## src/rtl/twin_stick_mapper.sv

```systemverilog
// Maps MiSTer d-pad and analog sticks to williams2 run/aim direction nibbles, with
// per-axis hysteresis, SOCD neutralisation, debounce and last-active-player tracking.
module twin_stick_mapper #(
    parameter int NUM_PLAYERS = 2,
    parameter int THRESH_ON   = 40,
    parameter int THRESH_OFF  = 24,
    parameter int DEBOUNCE    = 3,
    parameter int PW          = 2
) (
    input  logic                     clk_sys,
    input  logic                     reset_n,
    input  logic                     sample_ce,
    input  logic [2*NUM_PLAYERS-1:0]  mode,
    input  logic [32*NUM_PLAYERS-1:0] joy_dig,
    input  logic [16*NUM_PLAYERS-1:0] joy_l_analog,
    input  logic [16*NUM_PLAYERS-1:0] joy_r_analog,
    output logic [4*NUM_PLAYERS-1:0]  run,
    output logic [4*NUM_PLAYERS-1:0]  aim,
    output logic [PW-1:0]             active_player,
    output logic                      activity
);

    typedef enum logic [1:0] {CENTER, POS, NEG} axis_e;

    localparam int NAX  = 4 * NUM_PLAYERS;
    localparam int NVEC = 2 * NUM_PLAYERS;
    localparam logic signed [8:0] ON_P   = 9'(THRESH_ON);
    localparam logic signed [8:0] ON_N   = 9'(-THRESH_ON);
    localparam logic signed [8:0] OFF_P  = 9'(THRESH_OFF);
    localparam logic signed [8:0] OFF_N  = 9'(-THRESH_OFF);
    localparam logic [3:0]        DB_MAX = 4'(DEBOUNCE);

    function automatic logic signed [8:0] sext(input logic [7:0] raw);
        return {raw[7], raw};
    endfunction

    function automatic logic is_hot(input logic [7:0] raw);
        return (sext(raw) >= ON_P) || (sext(raw) <= ON_N);
    endfunction

    function automatic axis_e axis_next(input axis_e s, input logic [7:0] raw);
        logic signed [8:0] v;
        axis_e n;
        v = sext(raw);
        n = s;
        case (s)
            CENTER: if (v >= ON_P) n = POS; else if (v <= ON_N) n = NEG;
            POS:    if (v <= ON_N) n = NEG; else if (v < OFF_P) n = CENTER;
            NEG:    if (v >= ON_P) n = POS; else if (v > OFF_N) n = CENTER;
            default: n = CENTER;
        endcase
        return n;
    endfunction

    // X positive is right, Y positive is down; packed as {up, down, left, right}.
    function automatic logic [3:0] dir_vec(input axis_e x, input axis_e y);
        return {y == NEG, y == POS, x == NEG, x == POS};
    endfunction

    function automatic logic [3:0] socd(input logic [3:0] v);
        logic [3:0] r;
        r = v;
        if (v[3] && v[2]) r[3:2] = 2'b00;
        if (v[1] && v[0]) r[1:0] = 2'b00;
        return r;
    endfunction

    axis_e      axis_q [NAX];
    axis_e      axis_d [NAX];
    logic [7:0] axis_raw [NAX];
    logic [3:0] raw_vec [NVEC];
    logic [3:0] cand_q [NVEC];
    logic [3:0] cand_d [NVEC];
    logic [3:0] cnt_q  [NVEC];
    logic [3:0] cnt_d  [NVEC];
    logic [3:0] out_q  [NVEC];
    logic [3:0] out_d  [NVEC];
    logic       hot    [NUM_PLAYERS];
    logic [PW-1:0] ap_q, ap_d;
    logic          act_q, act_d;
    logic          unused_dig;

    always_comb begin
        for (int unsigned p = 0; p < NUM_PLAYERS; p++) begin
            axis_raw[4*p]   = joy_l_analog[16*p +: 8];
            axis_raw[4*p+1] = joy_l_analog[16*p+8 +: 8];
            axis_raw[4*p+2] = joy_r_analog[16*p +: 8];
            axis_raw[4*p+3] = joy_r_analog[16*p+8 +: 8];
        end
    end

    always_comb begin
        axis_d = axis_q;
        if (sample_ce) begin
            for (int unsigned a = 0; a < NAX; a++) begin
                axis_d[a] = axis_next(axis_q[a], axis_raw[a]);
            end
        end
    end

    // Raw vectors use the post-update axis state so a new direction counts as its first stable sample.
    always_comb begin : raw_build
        logic [3:0] ana_run;
        logic [3:0] dig;
        logic [3:0] mix;
        ana_run = '0;
        dig     = '0;
        mix     = '0;
        for (int unsigned p = 0; p < NUM_PLAYERS; p++) begin
            ana_run = dir_vec(axis_d[4*p], axis_d[4*p+1]);
            dig     = joy_dig[32*p +: 4];
            case (mode[2*p +: 2])
                2'd0:    mix = dig;
                2'd1:    mix = ana_run;
                default: mix = dig | ana_run;
            endcase
            raw_vec[2*p]   = socd(mix);
            raw_vec[2*p+1] = socd(dir_vec(axis_d[4*p+2], axis_d[4*p+3]));
        end
    end

    always_comb begin
        cand_d = cand_q;
        cnt_d  = cnt_q;
        out_d  = out_q;
        if (sample_ce) begin
            for (int unsigned v = 0; v < NVEC; v++) begin
                if (raw_vec[v] == cand_q[v]) begin
                    if (cnt_q[v] != DB_MAX) cnt_d[v] = cnt_q[v] + 4'd1;
                end else begin
                    cand_d[v] = raw_vec[v];
                    cnt_d[v]  = 4'd1;
                end
                if (cnt_d[v] == DB_MAX) out_d[v] = cand_d[v];
            end
        end
    end

    always_comb begin : act_sel
        logic          any_hot;
        logic [PW-1:0] hot_idx;
        any_hot = 1'b0;
        hot_idx = '0;
        for (int unsigned p = 0; p < NUM_PLAYERS; p++) begin
            hot[p] = (joy_dig[32*p +: 16] != '0) ||
                     is_hot(axis_raw[4*p])   || is_hot(axis_raw[4*p+1]) ||
                     is_hot(axis_raw[4*p+2]) || is_hot(axis_raw[4*p+3]);
            if (!any_hot && hot[p]) begin
                any_hot = 1'b1;
                hot_idx = PW'(p);
            end
        end
        ap_d  = ap_q;
        act_d = 1'b0;
        if (any_hot) begin
            ap_d  = hot_idx;
            act_d = (hot_idx != ap_q);
        end
    end

    always_ff @(posedge clk_sys) begin
        if (!reset_n) begin
            axis_q <= '{default: CENTER};
            cand_q <= '{default: '0};
            cnt_q  <= '{default: '0};
            out_q  <= '{default: '0};
            ap_q   <= '0;
            act_q  <= 1'b0;
        end else begin
            axis_q <= axis_d;
            cand_q <= cand_d;
            cnt_q  <= cnt_d;
            out_q  <= out_d;
            ap_q   <= ap_d;
            act_q  <= act_d;
        end
    end

    always_comb begin
        run = '0;
        aim = '0;
        unused_dig = 1'b0;
        for (int unsigned p = 0; p < NUM_PLAYERS; p++) begin
            run[4*p +: 4] = out_q[2*p];
            aim[4*p +: 4] = out_q[2*p+1];
            unused_dig    = unused_dig ^ (^joy_dig[32*p+16 +: 16]);
        end
    end

    assign active_player = ap_q;
    assign activity      = act_q;

endmodule

```

## config.mk

```make
export PLATFORM = sky130hd
export DESIGN_NAME = twin_stick_mapper
export DESIGN_NICKNAME = d
export VERILOG_FILES = /design/src/rtl/twin_stick_mapper.sv
export SDC_FILE = /design/constraint.sdc
export NUM_CORES = 1
export LEC_CHECK = 0
export CORE_UTILIZATION = 51
export DETAILED_ROUTE_END_ITERATION = 6
export MAX_ROUTING_LAYER = met4
export PLACE_DENSITY = 0.94
export SYNTH_ARGS = -nofsm -noshare
export SYNTH_HDL_FRONTEND = slang
export SYNTH_SLANG_ARGS = --single-unit
```

## constraint.sdc

```tcl
create_clock -name clk_sys -period 8.5 [get_ports clk_sys]
set_input_delay 1.7 -clock clk_sys [delete_from_list [all_inputs] [get_ports clk_sys]]
set_output_delay 1.7 -clock clk_sys [all_outputs]
set_load 0.01 [all_outputs]
```

==> results.json, run 1 <==
{
  "register_area_um2": 1320,
  "first_pass_iters": 5,
  "start_util_pct": 52.4,
  "syn_to_final_growth_pct": 31.5,
  "ant_nets": 0,
  "synth_xor_area_share_pct": 0.365,
  "clk-insertion-delay-late_ns": 0.34,
  "synth-seq-area-share_pct": 27.6,
  "grt_pass1_wl_mm": 23.0,
  "die_h_um": 99.0,
  "num_antenna_cells": 0,
  "syn-cell-area_um2": 4790,
  "synth.avg_cell_area_um2": 7.42,
  "met1_length_mm": 5.80,
  "cp-end-kind": "register",
  "vias": 5562,
  "synth-compound-area-share_pct": 32.8,
  "grt_overflow_total": 0,
  "drive_gt1_share_pct": 5.51,
  "crit_path_start_kind": "input pin",
  "cts_sinks": 66,
  "fill_cells": 749,
  "wl_met2_mm": 7.12,
  "finalPower_uw": 900,
  "async_reset_ff_share_pct": 0,
  "outcome": "complete, no violations",
  "antenna_found_initial": 0,
  "wl_per_cell_um": 16.0,
  "globalplace.congestion": 0.919,
  "power_density_nw_per_um2": 143,
  "cts_setup_buffers": 0,
  "synth-seq-cells": 66,
  "cp.arrival_ns": 5.03,
  "cap_viol_max_count": 0,
  "post_cts_resized": 0,
  "cp_max_fo": 58,
  "cts_tree": "done",
  "route.detailed.drc": 0,
  "clk_path_buf_depth": 2,
  "r2r_slack_ns": 5.68,
  "synth_top_family_by_area": "compound AO/OA/AOI/OAI gates",
  "synth-simple-area-share_pct": 30.0,
  "crit_required_ns": 8.76,
  "highest_layer": "met4",
  "fmax_ghz": 0.210,
  "synthAdderAreaFrac_pct": 1.04,
  "first_iter_violations": 300,
  "nets": 896,
  "layout_min_cycle_time_ns": 4.76,
  "htreeDepth": 3,
  "syn_nets": 785,
  "yosysWarnings": 0,
  "routed_wirelength_mm": 14.0,
  "critPathKind": "in2reg",
  "worstMarginPinSlew_ns": 0.814,
  "hpwl_mm": 10.3,
  "synth_enable_flop_cells": 0,
  "fin_skew_ns": 0.00455,
  "die_x_um": 99.0,
  "synthTopCellsByArea": "dfxtp_1 28%, nor2_1 5.1%, a21oi_1 4.7%",
  "yosysUniqueCellTypes": 77,
  "hold_viol_final": 0,
  "yosys.area.top_type_share_pct": 27.6,
  "grt_start_max_net_pins": 59,
  "vdd.ir_drop.worst_uv": 89.0,
  "rsz0062_at_grt": "no",
  "grt_pass1_vias": 5264,
  "coreArea_um2": 9150,
  "fin_cells": 873,
  "vias_per_cell": 6.37,
  "route.met3.wl_um": 831,
  "numCtsBuffers": 9,
  "portBuffers": 120,
  "muxShareOfSynthArea_pct": 3.81,
  "relSlewSlack_pct": 45.7,
  "ctsHoldBuffers": 0,
  "yosys.area.top_type": "dfxtp_1",
  "cts-root-buf": "clkbuf_8",
  "power_leakage_uw": 0.00226,
  "grt_usage_pct": 29.2,
  "io_pins": 154,
  "fin_crit_sh_pct": 56.1,
  "maxSlewViolCount": 0,
  "multi_input_area_um2": 3260,
  "dp_cells": 857,
  "num_rows": 35,
  "setup_viol": 0,
  "hold_ws_ns": 0.464,
  "holdCritPathClass": "reg2reg",
  "yosys_most_used_dff": "dfxtp_1",
  "path_clk_slew_ns": 0.07,
  "die-area_um2": 9790,
  "synth_cells": 646,
  "tns_ns": 0
}
-- worst max-delay path, cell delays in order --
cell	delay, ns
buf_2	0.08
buf_4	0.49
inv_2	0.31
buf_4	0.33
a31o_2	0.26
a21oi_1	0.26
mux2_2	0.37
nor3_1	0.57
nor3_2	0.19
and3_1	0.24
o21ai_0	0.18
-- sequential cells by signal, summed over array words and instances (netlist names) --
register / count
activity: 1
cand_q: 16
axis_q: 16
cnt_q: 16
aim: 8
active_player: 1
run: 8
-- cells by family after synthesis --
| kind of cell | count (synthesis) |
|---|---|
| AO/OA/AOI/OAI | 226 |
| XOR/XNOR | 2 |
| adder cells (fa/ha/maj) | 4 |
| buffers and inverters | 53 |
| flip-flops | 66 |
| multiplexers | 18 |
| other | 1 |
| AND/OR/NAND/NOR | 276 |
-- cell type report --
type | count | share of cell area, %
clock inverter | 3 | 1.09
multi-input combinational | 527 | 51.7
timing repair buffer | 124 | 19.4
sequential | 66 | 21.0
clock buffer | 13 | 2.84
inverter | 29 | 1.73
tap | 111 | 2.20
-- routing by layer --
| layer | track usage [%] | up-vias |
|---|---|---|
| met5 | - | - |
| met4 | 10.8 | 0 |
| met3 | 4.26 | 30 |
| met2 | 52.2 | 210 |
| met1 | 32.9 | 2627 |
| li1 | - | 2695 |
-- power breakdown --
group	switching [uW]	internal [uW]
combinational	130	111
sequential	14.8	323
clock	123	198
total	267	632
-- metrics by stage --
stage / cell area (um^2) / setup slack [ns] / utilization (%)
detailed placement: 6060 / 3.44 / 66.2
floorplan: 4790 / 4.59 / -
CTS: 6300 / 3.81 / 68.9
finish: 6300 / 3.74 / 68.9
global placement: 6060 / 3.54 / 66.2
global route: 6300 / 3.54 / 68.9
-- final timing paths --
| path | cells past startpoint | startpoint | end |
|---|---|---|---|
| worst min-delay path | 2 | aim[3]$_SDFFE_PN0P_ | aim[3]$_SDFFE_PN0P_ |
| worst min register to register | 2 | aim[3]$_SDFFE_PN0P_ | aim[3]$_SDFFE_PN0P_ |
| worst max-delay path | 11 | sample_ce | aim[5]$_SDFFE_PN0P_ |
| worst max register to register | 8 | axis_q[5]$_SDFF_PN0_ | cnt_q[4]$_SDFFE_PN0P_ |
-- Yosys cell counts, drive strengths merged, types with 6 or more instances --
cell / instances
clkbuf: 18
nand2b: 6
a211oi: 21
o41ai: 7
o31ai: 6
nand2: 57
buf: 6
a22oi: 6
dfxtp: 66
o22ai: 8
nor2b: 17
a211o: 7
nor3: 29
o21a: 7
nand3: 23
nor4: 16
o211ai: 11
nor2: 65
mux2i: 16
inv: 29
nor4b: 6
o21ai: 49
nand4: 15
and3: 11
a21oi: 46
and2: 10
-- cell usage in the layout, fill, tap and decap left out, types with 16 or more instances in the layout --
cell             Yosys  routed
clkdlybuf4s50_1      0     119
dfxtp_1             66      66
nor2_1              65      65
nand2_1             57      57
a21oi_1             45      45
o21ai_0             43      43
inv_1               28      28
nor3_1              27      27
nand3_1             23      23
a211oi_1            19      19
nor2b_1             17      17
mux2i_1             16      16
Note: power is estimated with default switching activity, not from simulation.
==> run 2: changes to the inputs <==
--- a/config.mk
+++ b/config.mk
@@ -5,10 +5,10 @@
 export SDC_FILE = /design/constraint.sdc
 export NUM_CORES = 1
 export LEC_CHECK = 0
-export CORE_UTILIZATION = 51
+export CORE_UTILIZATION = 43
 export DETAILED_ROUTE_END_ITERATION = 6
 export MAX_ROUTING_LAYER = met4
-export PLACE_DENSITY = 0.94
+export PLACE_DENSITY = 0.85
 export SYNTH_ARGS = -nofsm -noshare
 export SYNTH_HDL_FRONTEND = slang
 export SYNTH_SLANG_ARGS = --single-unit
==> constraint.sdc (replaced) <==
create_clock -name clk_sys -period 4.2 [get_ports clk_sys]
set_input_delay 0.84 -clock clk_sys [delete_from_list [all_inputs] [get_ports clk_sys]]
set_output_delay 0.84 -clock clk_sys [all_outputs]
set_load 0.01 [all_outputs]
==> results.json, run 2 (synthesized netlist as in run 1, its figures left out) <==
{
  "die_x_um": 108,
  "top_usage_layer": "met2",
  "grt_pass1_wl_mm": 23.3,
  "route.detailed.drc": 9,
  "clkPwrFrac_pct": 30.5,
  "start_util_pct": 44.2,
  "final_common_cell": "clkdlybuf4s50_1",
  "swShare_pct": 32.0,
  "final_cell_mix": "119 x clkdlybuf4s50_1, 66 x dfxtp_1, 65 x nor2_1, 57 x nand2_1, 45 x a21oi_1",
  "r2r_slack_ns": 1.32,
  "post_cts_resized": 0,
  "min_to": "aim[2]$_SDFFE_PN0P_",
  "cts_sinks": 66,
  "hold_depth": 2,
  "crit_required_ns": 4.41,
  "cts-root-buf": "clkbuf_8",
  "globalplace.congestion": 0.966,
  "cpMostUsedCell": "o21ai_0",
  "coreArea_um2": 10800,
  "register_area_um2": 1320,
  "path_clk_slew_ns": 0.07,
  "tns_ns": 0,
  "critPathTopFamily": "compound AO/OA/AOI/OAI gates",
  "top_regs": "axis_q (16), cand_q (16), cnt_q (16)",
  "vias": 5506,
  "critPathKind": "in2reg",
  "postPlaceCellArea_um2": 6130,
  "hpwl_mm": 10.6,
  "crit_path_start_kind": "input pin",
  "ctsHoldBuffers": 0,
  "pwr-share-comb_pct": 29.2,
  "violations": "DRC",
  "first_iter_violations": 489,
  "cts_setup_buffers": 0,
  "power_leakage_uw": 0.00225,
  "htreeDepth": 3,
  "vias_per_cell": 6.07,
  "routed_wirelength_mm": 14.3,
  "antenna_found_initial": 0,
  "ff2ff_path_depth": 8,
  "met3_usage_pct": 3.57,
  "first_pass_iters": 7,
  "grt_usage_pct": 25.2,
  "hold_viol_final": 0,
  "clk_path_buf_depth": 2,
  "numCtsBuffers": 9,
  "fin_skew_ns": 0.0103,
  "cp.buffers_inverters": 1,
  "rsz0062_at_grt": "no",
  "cap_viol_max_count": 0,
  "outcome": "complete, but fails checks",
  "met2_usage_pct": 40.6,
  "fmax_ghz": 0.274,
  "fin_crit_sh_pct": 86.9,
  "cp_max_fo": 8,
  "wl_per_cell_um": 15.7,
  "p_sw_uw": 544,
  "reg2reg_to": "cnt_q[4]$_SDFFE_PN0P_",
  "cp.arrival_ns": 3.86,
  "clk-insertion-delay-late_ns": 0.35,
  "layout_setup_ws_ns": 0.551,
  "crit_slowest_cell": "clkdlybuf4s50_1",
  "num_antenna_cells": 0,
  "layout_min_cycle_time_ns": 3.65,
  "nets": 901,
  "p_seq_share_pct": 40.3,
  "grt_overflow_total": 0,
  "min_from": "aim[2]$_SDFFE_PN0P_",
  "crit_chain": "clkdlybuf4s50_1 > o21ai_0 > a2111o_1 > nand2_1 > o21ai_0 > a211oi_1 > o21ai_0 > nor3_1 > a211o_1 > a21oi_1",
  "grt_pass1_vias": 5232,
  "power_density_nw_per_um2": 269,
  "io_pins": 154,
  "pre_cts_ws_ns": 0.284,
  "worstMarginPinSlew_ns": 0.747,
  "holdCritPathClass": "reg2reg",
  "cp-end-kind": "register",
  "grt_start_max_net_pins": 51,
  "drive_gt1_share_pct": 6.00,
  "die_h_um": 108,
  "cts_tree": "done",
  "setup_viol": 0,
  "intPower_uw": 1150,
  "ant_nets": 0,
  "die-area_um2": 11600,
  "multi_input_area_um2": 3260,
  "num_rows": 38,
  "fin_area_um2": 6320,
  "maxSlewViolCount": 0,
  "fill_cells": 960,
  "vdd.ir_drop.worst_uv": 136,
  "reg2reg_from": "axis_q[5]$_SDFF_PN0_",
  "crit_path_max_incr_delay_ns": 0.56,
  "syn_to_final_growth_pct": 31.7,
  "met1_usage_pct": 32.0,
  "relSlewSlack_pct": 50.2,
  "portBuffers": 120
}
## run 2: cell count changes in the layout (fill, tap and decap cells not counted)
cell / change
buf_4: +5
clkbuf_8: -4
clkinv_2: +4
bufinv_16: -1
clkbuf_1: +1
clkinv_4: -1
clkinvlp_4: +1
## run 2: metrics by stage
step           total power (uW)  hold slack [ns]  util, %  cells
6_report                   1700            0.467     58.3    907
5_1_grt                    1780            0.506     58.3    907
4_1_cts                    1700            0.467     58.3    907
3_5_place_dp               1180            0.452     56.6    891
3_3_place_gp               1160            0.447     56.6    891
2_1_floorplan               979            0.463        -    646
## run 2: area by class of cell
class	instances	area share, %
Clock buffer	10	2.02
Inverter	29	1.72
Timing Repair Buffer	129	20.0
Multi-Input combinational cell	527	51.6
Sequential cell	66	20.9
Tap cell	140	2.77
Clock inverter	6	0.911
## run 2: worst min-delay path: stages, from the launching register on
cell	delay (ns)
dfxtp_1	0.32
nand2_1	0.05
mux2i_1	0.05
## run 2: power by group through the flow
stage                     Sequential [uW]  Clock (uW)  Combinational [uW]
after floorplan                       690           0                 290
after global placement                693           0                 463
after detailed placement              697           0                 484
after CTS                             682         528                 487
after global routing                  688         547                 541
final                                 684         518                 496
## run 2: worst max-delay path by stage
stage / end / slack (ns) / depth (start not counted) / startpoint
final: cnt_q[4]$_SDFFE_PN0P_ / 0.55 / 10 / joy_l_analog[29]
after detailed placement: cnt_q[4]$_SDFFE_PN0P_ / 0.28 / 10 / joy_l_analog[29]
after global placement: cnt_q[12]$_SDFFE_PN0P_ / 0.38 / 10 / joy_l_analog[5]
after floorplan: cnt_q[12]$_SDFFE_PN0P_ / 1.15 / 8 / joy_l_analog[5]
after CTS: cnt_q[4]$_SDFFE_PN0P_ / 0.63 / 10 / joy_l_analog[29]
after global routing: cnt_q[5]$_SDFFE_PN0P_ / 0.25 / 10 / joy_l_analog[29]
## run 2: routing by layer
layer  share of wire (%)  wire length, um
met4                 1.8              254
met3                 8.6             1220
met5                   0                0
met2                  46             6540
met1                  44             6250
==> run 3: changes to the inputs <==
--- a/config.mk
+++ b/config.mk
@@ -5,6 +5,7 @@
 export SDC_FILE = /design/constraint.sdc
 export NUM_CORES = 1
 export LEC_CHECK = 0
+export CAP_MARGIN = 0
 export CORE_UTILIZATION = 43
 export DETAILED_ROUTE_END_ITERATION = 6
 export MAX_ROUTING_LAYER = met4
==> results of run 3 <==
Final layout, timing and power as in run 2 (identical DEF).
